File: config.mk
export PLATFORM = sky130hd
export DESIGN_NAME = scope_trace_reader
export DESIGN_NICKNAME = d
export VERILOG_FILES = /design/src/rtl/scope_trace_reader.sv
export SDC_FILE = /design/constraint.sdc
export NUM_CORES = 1
export LEC_CHECK = 0
export CAP_MARGIN = 15
export CORE_MARGIN = 1.5
export CORE_UTILIZATION = 49
export DETAILED_ROUTE_END_ITERATION = 10
export PLACE_DENSITY = 0.91
export SETUP_SLACK_MARGIN = 0.5
export SLEW_MARGIN = 5
export SYNTH_ARGS = -nofsm -noshare
export SYNTH_HDL_FRONTEND = slang
export SYNTH_SLANG_ARGS = --single-unit
File: constraint.sdc
create_clock -name clock -period 4.2 [get_ports clock]
set_clock_uncertainty 0.2 [all_clocks]
set_input_delay 0.63 -clock clock [delete_from_list [all_inputs] [get_ports clock]]
set_output_delay 0.63 -clock clock [all_outputs]
set_load 0.05 [all_outputs]
File: src/rtl/scope_trace_reader.sv
// Purpose : reads each channel's frozen capture out of the shared capture RAM as a
//           pre-trigger window with wrap-around, then hands the buffer back to the writer.
// Latency : first sample is valid 3 edges after capture_done is sampled; at best
//           one sample every 3 cycles.
// Backpressure: smp_valid and the sample outputs hold until smp_ready. The next RAM
//           fetch starts only after the handshake. There is no combinational path
//           from smp_ready to any output.
//
// Ports:
//   clock, reset        system clock, synchronous active-high reset
//   capture_done        one-cycle pulse; trigger_addr is valid with it
//   trigger_addr        RAM address of the trigger sample
//   abort               ends the readout (goes to DONE) from any non-IDLE state
//   rd_addr/rd_chan     registered RAM read address and channel bank
//   rd_data             RAM output, with 1-cycle read latency
//   smp_*               valid/ready sample stream to the renderer
//   buf_release         one-cycle pulse; buffer returned to the writer
//   busy, overrun       status; overrun is sticky until the next accepted capture
//
// Optional feature macro: SCOPE_READER_DECIMATE_EN adds the 3-bit 'decim' input
// (address step 2**decim, N>>decim samples per channel).
module scope_trace_reader #(
    parameter int CHANNELS = 1,
    parameter int ADDR_W   = 10,
    parameter int DATA_W   = 12,
    parameter int PRETRIG  = 256,
    localparam int CH_W    = (CHANNELS > 1) ? $clog2(CHANNELS) : 1
) (
    input  logic              clock,
    input  logic              reset,
    input  logic              capture_done,
    input  logic [ADDR_W-1:0] trigger_addr,
`ifdef SCOPE_READER_DECIMATE_EN
    input  logic [2:0]        decim,
`endif
    input  logic              abort,
    output logic [ADDR_W-1:0] rd_addr,
    output logic [CH_W-1:0]   rd_chan,
    input  logic [DATA_W-1:0] rd_data,
    output logic [DATA_W-1:0] smp_data,
    output logic [CH_W-1:0]   smp_chan,
    output logic [ADDR_W-1:0] smp_index,
    output logic              smp_last,
    output logic              smp_valid,
    input  logic              smp_ready,
    output logic              buf_release,
    output logic              busy,
    output logic              overrun
);

    typedef enum logic [2:0] {
        S_IDLE    = 3'd0,
        S_FETCH   = 3'd1,
        S_WAIT    = 3'd2,
        S_PRESENT = 3'd3,
        S_DONE    = 3'd4
    } state_t;

    localparam logic [CH_W-1:0]   LAST_CH = CH_W'(CHANNELS - 1);
    localparam logic [ADDR_W-1:0] PRE     = ADDR_W'(PRETRIG);

    state_t              state_q, state_d;
    logic [ADDR_W-1:0]   start_q;
    logic [ADDR_W-1:0]   idx_q;
    logic [CH_W-1:0]     chan_q;
    logic [ADDR_W-1:0]   rd_addr_q;
    logic [CH_W-1:0]     rd_chan_q;
    logic [DATA_W-1:0]   smp_data_q;
    logic                smp_valid_q;
    logic                overrun_q;

    // Address step shift: 0 unless decimation is built in.
    logic [2:0]          sh;
    logic [ADDR_W-1:0]   last_idx;
    logic                hs;
    logic                idx_end;
    logic                chan_end;
    logic                advance;
    logic [ADDR_W-1:0]   idx_n;
    logic [CH_W-1:0]     chan_n;
    logic [ADDR_W-1:0]   start_n;

`ifdef SCOPE_READER_DECIMATE_EN
    logic [2:0] sh_q;
    logic [2:0] decim_clamped;

    // A step of N or more would leave zero samples per channel, so clamp it.
    always_comb begin
        decim_clamped = decim;
        if (int'(decim) >= ADDR_W) begin
            decim_clamped = 3'(ADDR_W - 1);
        end
    end

    always_ff @(posedge clock) begin
        if (reset) begin
            sh_q <= 3'd0;
        end else if (state_q == S_IDLE && capture_done) begin
            sh_q <= decim_clamped;
        end
    end

    assign sh = sh_q;
`else
    assign sh = 3'd0;
`endif

    assign last_idx = {ADDR_W{1'b1}} >> sh;
    assign hs       = smp_valid_q & smp_ready;
    assign idx_end  = (idx_q == last_idx);
    assign chan_end = (chan_q == LAST_CH);
    assign start_n  = trigger_addr - PRE;

    // Next position in channel-major order; only used when not on the final sample.
    always_comb begin
        idx_n  = idx_q + ADDR_W'(1);
        chan_n = chan_q;
        if (idx_end) begin
            idx_n  = '0;
            chan_n = chan_q + CH_W'(1);
        end
    end

    // State register
    always_ff @(posedge clock) begin
        if (reset) begin
            state_q <= S_IDLE;
        end else begin
            state_q <= state_d;
        end
    end

    // Next-state logic
    always_comb begin
        state_d = state_q;
        case (state_q)
            S_IDLE:    if (capture_done) state_d = S_FETCH;
            S_FETCH:   state_d = abort ? S_DONE : S_WAIT;
            S_WAIT:    state_d = abort ? S_DONE : S_PRESENT;
            S_PRESENT: begin
                if (abort) begin
                    state_d = S_DONE;
                end else if (hs) begin
                    state_d = (idx_end && chan_end) ? S_DONE : S_FETCH;
                end
            end
            S_DONE:    state_d = S_IDLE;
            default:   state_d = S_IDLE;
        endcase
    end

    // A handshake with abort in the same cycle completes but fetches nothing more,
    // since abort already steers the next state to DONE.
    assign advance = (state_q == S_PRESENT) && (state_d == S_FETCH);

    // Datapath registers
    always_ff @(posedge clock) begin
        if (reset) begin
            start_q     <= '0;
            idx_q       <= '0;
            chan_q      <= '0;
            rd_addr_q   <= '0;
            rd_chan_q   <= '0;
            smp_data_q  <= '0;
            smp_valid_q <= 1'b0;
            overrun_q   <= 1'b0;
        end else begin
            if (state_q != S_IDLE && capture_done) begin
                overrun_q <= 1'b1;
            end
            case (state_q)
                S_IDLE: begin
                    if (capture_done) begin
                        start_q   <= start_n;
                        idx_q     <= '0;
                        chan_q    <= '0;
                        rd_addr_q <= start_n;
                        rd_chan_q <= '0;
                        overrun_q <= 1'b0;
                    end
                end
                S_WAIT: begin
                    if (!abort) begin
                        smp_data_q  <= rd_data;
                        smp_valid_q <= 1'b1;
                    end
                end
                S_PRESENT: begin
                    if (hs || abort) begin
                        smp_valid_q <= 1'b0;
                    end
                    if (advance) begin
                        idx_q     <= idx_n;
                        chan_q    <= chan_n;
                        rd_addr_q <= start_q + (idx_n << sh);
                        rd_chan_q <= chan_n;
                    end
                end
                default: begin
                    smp_valid_q <= 1'b0;
                end
            endcase
        end
    end

    // Output logic
    always_comb begin
        busy        = (state_q != S_IDLE);
        buf_release = (state_q == S_DONE);
        smp_last    = smp_valid_q & idx_end & chan_end;
    end

    assign rd_addr   = rd_addr_q;
    assign rd_chan   = rd_chan_q;
    assign smp_data  = smp_data_q;
    assign smp_chan  = chan_q;
    assign smp_index = idx_q;
    assign smp_valid = smp_valid_q;
    assign overrun   = overrun_q;

endmodule

# Yosys cells after proc, flatten, opt, wreduce, memory -nomap -nowiden
# Cells that the tools add are included.
# Widths: inputs -> output; s select.
[totals]
regBits = 48
inputBits = 27
out_inout_bits = 39
wordCells = 65
[op_classes]
n_addsub = 4
eq_ne = 11
mux = 24
bitwise = 6
n_reduce_logical = 12
[ops]
columns = ["op", "count"]
rows = [
  ["$mux 10", 5],
  ["$pmux 10 s2", 2],
  ["$mux 3", 6],
  ["$pmux 3 s4", 1],
  ["$add 10x1->10 const B", 1],
  ["$add 10x10->10", 1],
  ["$eq 10x10->1 const B", 1],
  ["$sub 10x9->10 const B", 1],
  ["$mux 1", 8],
  ["$eq 3x1->1 const B", 2],
  ["$eq 3x2->1 const B", 2],
  ["$ne 2x2->1 const B", 3],
  ["$reduce_and 3->1", 2],
  ["$reduce_and 2->1", 2],
  ["$reduce_and 4->1", 1],
  ["$and 1x1->1", 3],
  ["$eq 3x3->1 const B", 1],
  ["$logic_and 1x1->1", 3],
  ["$logic_not 3->1", 1],
  ["$ne 3x3->1 const B", 1],
  ["$not 1->1", 3],
  ["$pmux 1 s3", 1],
  ["$reduce_bool 3->1", 1],
  ["$ne 2x1->1 const B", 1],
  ["other kinds (4)", 4],
]

# Depth between registers and ports, before layout
[logic_depth]
word_depth = 10
depth_mapped = 13
depth_no_buf = 12

# Worst setup path after synthesis
# OpenSTA, ideal clock, no wires.
[synth_timing]
kind = "flip-flop to flip-flop"
from = "register idx_q[0], in the netlist smp_index[0]"
to = "register rd_addr_q[8], in the netlist rd_addr[8]"
setup_time_ns = 0.132
arrival_ns = 3.194
slack_ns = 0.674
stages_incl_launch_ff = 14
period_less_slack_ns = 3.526
path_cell_list = "dfxtp_1 ha_1 and3_1 and3_1 clkbuf_1 nor2_1 ha_1 fa_1 a21oi_1 o211ai_1 o41ai_1 xnor2_1 a211oi_1 nor3_1"
[synth_between]
elab_chain_len = 10
[synth_rtl]
columns = ["item", "line_no", "source"]
rows = [
  ["from (decl)", "64", "logic [ADDR_W-1:0] idx_q;"],
  ["from (signal assigned)", "193", "idx_q <= idx_n;"],
  ["branches (longest 10 deep; another with $add 10x1->10)", "n/a", ""],
  ["to (signal assigned)", "177", "rd_addr_q <= start_n;"],
  ["to (signal assigned)", "195", "rd_addr_q <= start_q + (idx_n << sh);"],
  ["to (decl)", "66", "logic [ADDR_W-1:0] rd_addr_q;"],
]
# Parallel ways; which one is timed is not known. The select of a mux whose other input is x is not followed.
# A chain may end at the register's enable or synchronous reset.

# Final worst setup path
[layout_timing]
from = "register idx_q[0], in the netlist smp_index[0]"
to = "output port smp_last"
[layout_between]
elab_chain_len = 3
[layout_rtl]
columns = ["item", "line_no", "source"]
rows = [
  ["$eq 10x10->1", "110", "assign idx_end = (idx_q == last_idx);"],
  ["$and 1x1->1 (2 in series)", "210", "smp_last = smp_valid_q & idx_end & chan_end;"],
  ["to (decl)", "43", "output logic smp_last,"],
]
# No other way between the ends.

==> impl_metrics.sql <==
INSERT INTO impl_metrics (metric_group, metric, value, unit) VALUES
('route', 'routed_wire_length_per_instance', '14.7', 'um'),
('floorplan', 'design.core.area', '4820', 'um^2'),
('floorplan', 'chipWidth', '74.4', 'um'),
('floorplan', 'effective_utilization_at_floorplan', '51.9', '%'),
('timing', 'min_period_over_period', '81.1', '%'),
('critical_path', 'cp_slowest_cell', 'sky130_fd_sc_hd__clkdlybuf4s50_1', ''),
('finish', 'area_growth_syn_to_layout', '31.7', '%'),
('timing', 'drv_slew', '0', ''),
('job', 'timing.max_cap.violations', '0', ''),
('floorplan', 'design.die.area', '5540', 'um^2'),
('placed_design', 'gp_congestion', '0.940', ''),
('finish', 'num_antenna_cells', '0', ''),
('finish', 'final_common_cell', 'sky130_fd_sc_hd__nand2_1', ''),
('critical_path', 'timing.critical_path.to_type', 'primary output', ''),
('critical_path', 'critical_path_buf_inv_count', '1', ''),
('timing', 'maxSlewHeadroom', '29.5', '%'),
('critical_path', 'critPathLaunchType', 'flop', ''),
('outcome', 'status', 'finished clean', ''),
('logic_synthesis', 'combinational_family_with_the_most_area_after_synthesis', 'simple AND/OR/NAND/NOR gates', ''),
('global_routing', 'grt_pass1_wl', '10.7', 'mm'),
('critical_path', 'worst_path_cell_chain', 'ha_1, and3_1, and2_1, nand2_1, nor3b_1, clkdlybuf4s50_1', ''),
('floorplan', 'die_height', '74.4', 'um'),
('clock_tree', 'cts_tree', 'done', ''),
('finish', 'proportion_of_layout_cells_with_a_drive_suffix_above_1', '5.26', '%'),
('clock_tree', 'clkSinkCount', '48', ''),
('pwr', 'vdd_drop_max', '0.214', 'mV'),
('finish', 'finalNetCount', '417', ''),
('critical_path', 'worst_setup_path_startpoint', 'smp_index[0]', ''),
('critical_path', 'worst_ep_required_time', '3370', 'ps'),
('logic_synthesis', 'synth-seq-area-share', '38.4', '%'),
('finish', 'layout_common_cells', 'sky130_fd_sc_hd__nand2_1 (70), sky130_fd_sc_hd__clkdlybuf4s50_1 (65), sky130_fd_sc_hd__dfxtp_1 (48), sky130_fd_sc_hd__a21oi_1 (41), sky130_fd_sc_hd__nor2_1 (34)', ''),
('critical_path', 'critical_path_maximum_fanout', '7', ''),
('global_routing', 'via_count_of_the_first_global_routing_pass', '2295', ''),
('clock_tree', 'clock_latency', '310', 'ps'),
('route', 'drtIter0Drc', '321', ''),
('min_path', 'holdCritStartpoint', 'smp_data[5]', ''),
('timing', 'setup_total_negative_slack', '0', 'ps'),
('finish', 'finish.instance_area', '3290', 'um^2'),
('clock_tree', 'cts-root-buf', 'sky130_fd_sc_hd__clkbuf_8', ''),
('pwr', 'power-per-cell-area', '308', 'nW/um^2'),
('pwr', 'power.total', '1010', 'uW'),
('critical_path', 'cp_slowest_stage_delay', '840', 'ps'),
('logic_synthesis', 'synthXorXnorAreaFrac', '4.90', '%'),
('critical_path', 'crit-reg2reg-launch', 'smp_index[0]', ''),
('min_path', 'hold_class', 'flop to flop', ''),
('logic_synthesis', 'dominantRegCellSynth', 'sky130_fd_sc_hd__dfxtp_1', ''),
('pwr', 'power.static_leakage', '0.00125', 'uW'),
('logic_synthesis', 'synthesis.yosys.warnings', '0', ''),
('clock_tree', 'cts.reportedPaths.clkPinSlew', '90', 'ps'),
('placed_design', 'place.port_buffers', '65', ''),
('global_routing', 'grt_overflow', '0', ''),
('logic_synthesis', 'synthArstFlopShare', '0', '%'),
('logic_synthesis', 'synth_area', '2500', 'um^2'),
('clock_tree', 'cts_buffer_depth', '2', ''),
('logic_synthesis', 'postSynthRegisterBits', '48', ''),
('clock_tree', 'post_cts.repair.setup_buffers', '0', ''),
('floorplan', 'num_rows', '25', ''),
('route', 'routed-via-count', '2507', ''),
('logic_synthesis', 'synth_compound_gate_area_share', '19.3', '%'),
('logic_synthesis', 'synth_edf_count', '0', ''),
('global_routing', 'largest_net_degree_at_the_start_of_global_routing', '31', ''),
('logic_synthesis', 'syn-instance-count', '322', ''),
('timing', 'max_slew.worst_pin.slew', '1060', 'ps'),
('timing', 'hold_viol_final', '0', ''),
('floorplan', 'boundaryPins', '66', ''),
('timing', 'grt_setup_unrepaired', 'false', ''),
('logic_synthesis', 'yosysUniqueCellTypes', '47', ''),
('logic_synthesis', 'postSynthAreaPerCell', '7.76', 'um^2'),
('clock_tree', 'cts_inserted_buffers', '5', ''),
('route', 'wirelength', '6.57', 'mm'),
('logic_synthesis', 'synthAdderAreaFrac', '5.81', '%');
through the flow:
| stage | util [%] | hold WS [ps] | instances | setup slack, ps |
|---|---|---|---|---|
| floorplan | - | 239 | 322 | 674 |
| global placement | 66.0 | 241 | 438 | 994 |
| detailed placement | 66.0 | 249 | 438 | 788 |
| CTS | 68.0 | 261 | 446 | 758 |
| global route | 68.3 | 283 | 447 | 629 |
| finish | 68.3 | 255 | 447 | 794 |
power breakdown:
part           switching, uW  internal, uW
registers               16.7           478
logic                    138          84.6
clock network            163           134
synthesized netlist by cell type (2+ instances only):
cell type                  number  area (um^2)
sky130_fd_sc_hd__o211ai_1       4         30.0
sky130_fd_sc_hd__a21oi_1       41          205
sky130_fd_sc_hd__and2_1         5         31.3
sky130_fd_sc_hd__nor3_1         7         35.0
sky130_fd_sc_hd__inv_1          2         7.51
sky130_fd_sc_hd__nand2_1       70          263
sky130_fd_sc_hd__or4_1          2         15.0
sky130_fd_sc_hd__dfxtp_1       48          961
sky130_fd_sc_hd__a311oi_1       6         52.6
sky130_fd_sc_hd__clkbuf_1      13         48.8
sky130_fd_sc_hd__or2_2          2         12.5
sky130_fd_sc_hd__xnor2_1        9         78.8
sky130_fd_sc_hd__a41oi_1        2         17.5
sky130_fd_sc_hd__nor4_1         2         12.5
sky130_fd_sc_hd__o21a_1         2         15.0
sky130_fd_sc_hd__nor3b_1        2         15.0
sky130_fd_sc_hd__a211oi_1       6         45.0
sky130_fd_sc_hd__nor2_1        34          128
sky130_fd_sc_hd__o21ai_0        7         35.0
sky130_fd_sc_hd__a21o_1         2         15.0
sky130_fd_sc_hd__ha_1          10          125
sky130_fd_sc_hd__xor2_1         5         43.8
sky130_fd_sc_hd__nand3_1       10         50.1
sky130_fd_sc_hd__nand3b_1       2         15.0
sky130_fd_sc_hd__and3_1         5         31.3
sky130_fd_sc_hd__buf_2          3         15.0
registers in the layout, summed over array words and instances (netlist names), named ones only:
| register | count |
|---|---|
| smp_data | 12 |
| rd_addr | 10 |
| smp_index | 10 |
| start_q | 10 |
| state_q | 3 |
| rd_chan | 1 |
| smp_valid | 1 |
routing by layer:
metal / global-route usage [%] / vias up / share of wire [%]
met5: 0 / - / 0
met4: 7.47 / 0 / 1.4
met3: 4.20 / 14 / 5.8
met2: 40.3 / 92 / 49
met1: 33.8 / 1162 / 44
li1: - / 1239 / -
final timing paths:
check | endpoint | slack, ps | cells after the start
setup / recovery | smp_last | 790 | 6
hold reg to reg | smp_data[5] | 250 | 2
hold / removal | smp_data[5] | 250 | 2
setup reg to reg | rd_addr[9] | 850 | 11
what timing repair did:
action | CTS | global route
hold buffers | 0 | 0
gates resized for setup | 0 | 1
setup endpoints to repair | 0 | 1
kinds of logic after synthesis:
kind of cell,count (synthesis)
mux,1
flops,48
fa+ha+maj,11
buf+inv,20
simple gates,151
xor+xnor,14
compound gates,77
worst reg2reg max path: stages, from the launching register on:
cell and delay, ps:
sky130_fd_sc_hd__dfxtp_1 370, sky130_fd_sc_hd__ha_1 250, sky130_fd_sc_hd__and3_1 250, sky130_fd_sc_hd__and3_1 250, sky130_fd_sc_hd__nor2b_1 320, sky130_fd_sc_hd__ha_1 330, sky130_fd_sc_hd__a211oi_1 360, sky130_fd_sc_hd__o211ai_1 190
sky130_fd_sc_hd__a41oi_1 320, sky130_fd_sc_hd__nor3_1 70, sky130_fd_sc_hd__nand3b_1 160, sky130_fd_sc_hd__a211oi_1 190
final cells by class:
class                   count  area [um^2]
clock buffers               6         82.6
clock inverters             2         15.0
fillers                   398         1530
inverters                   2         7.51
multi-input cells         254         1470
flip-flops and latches     48          961
well taps                  67         83.8
repair buffers             68          673
Note: power is estimated with default switching activity, not from simulation.
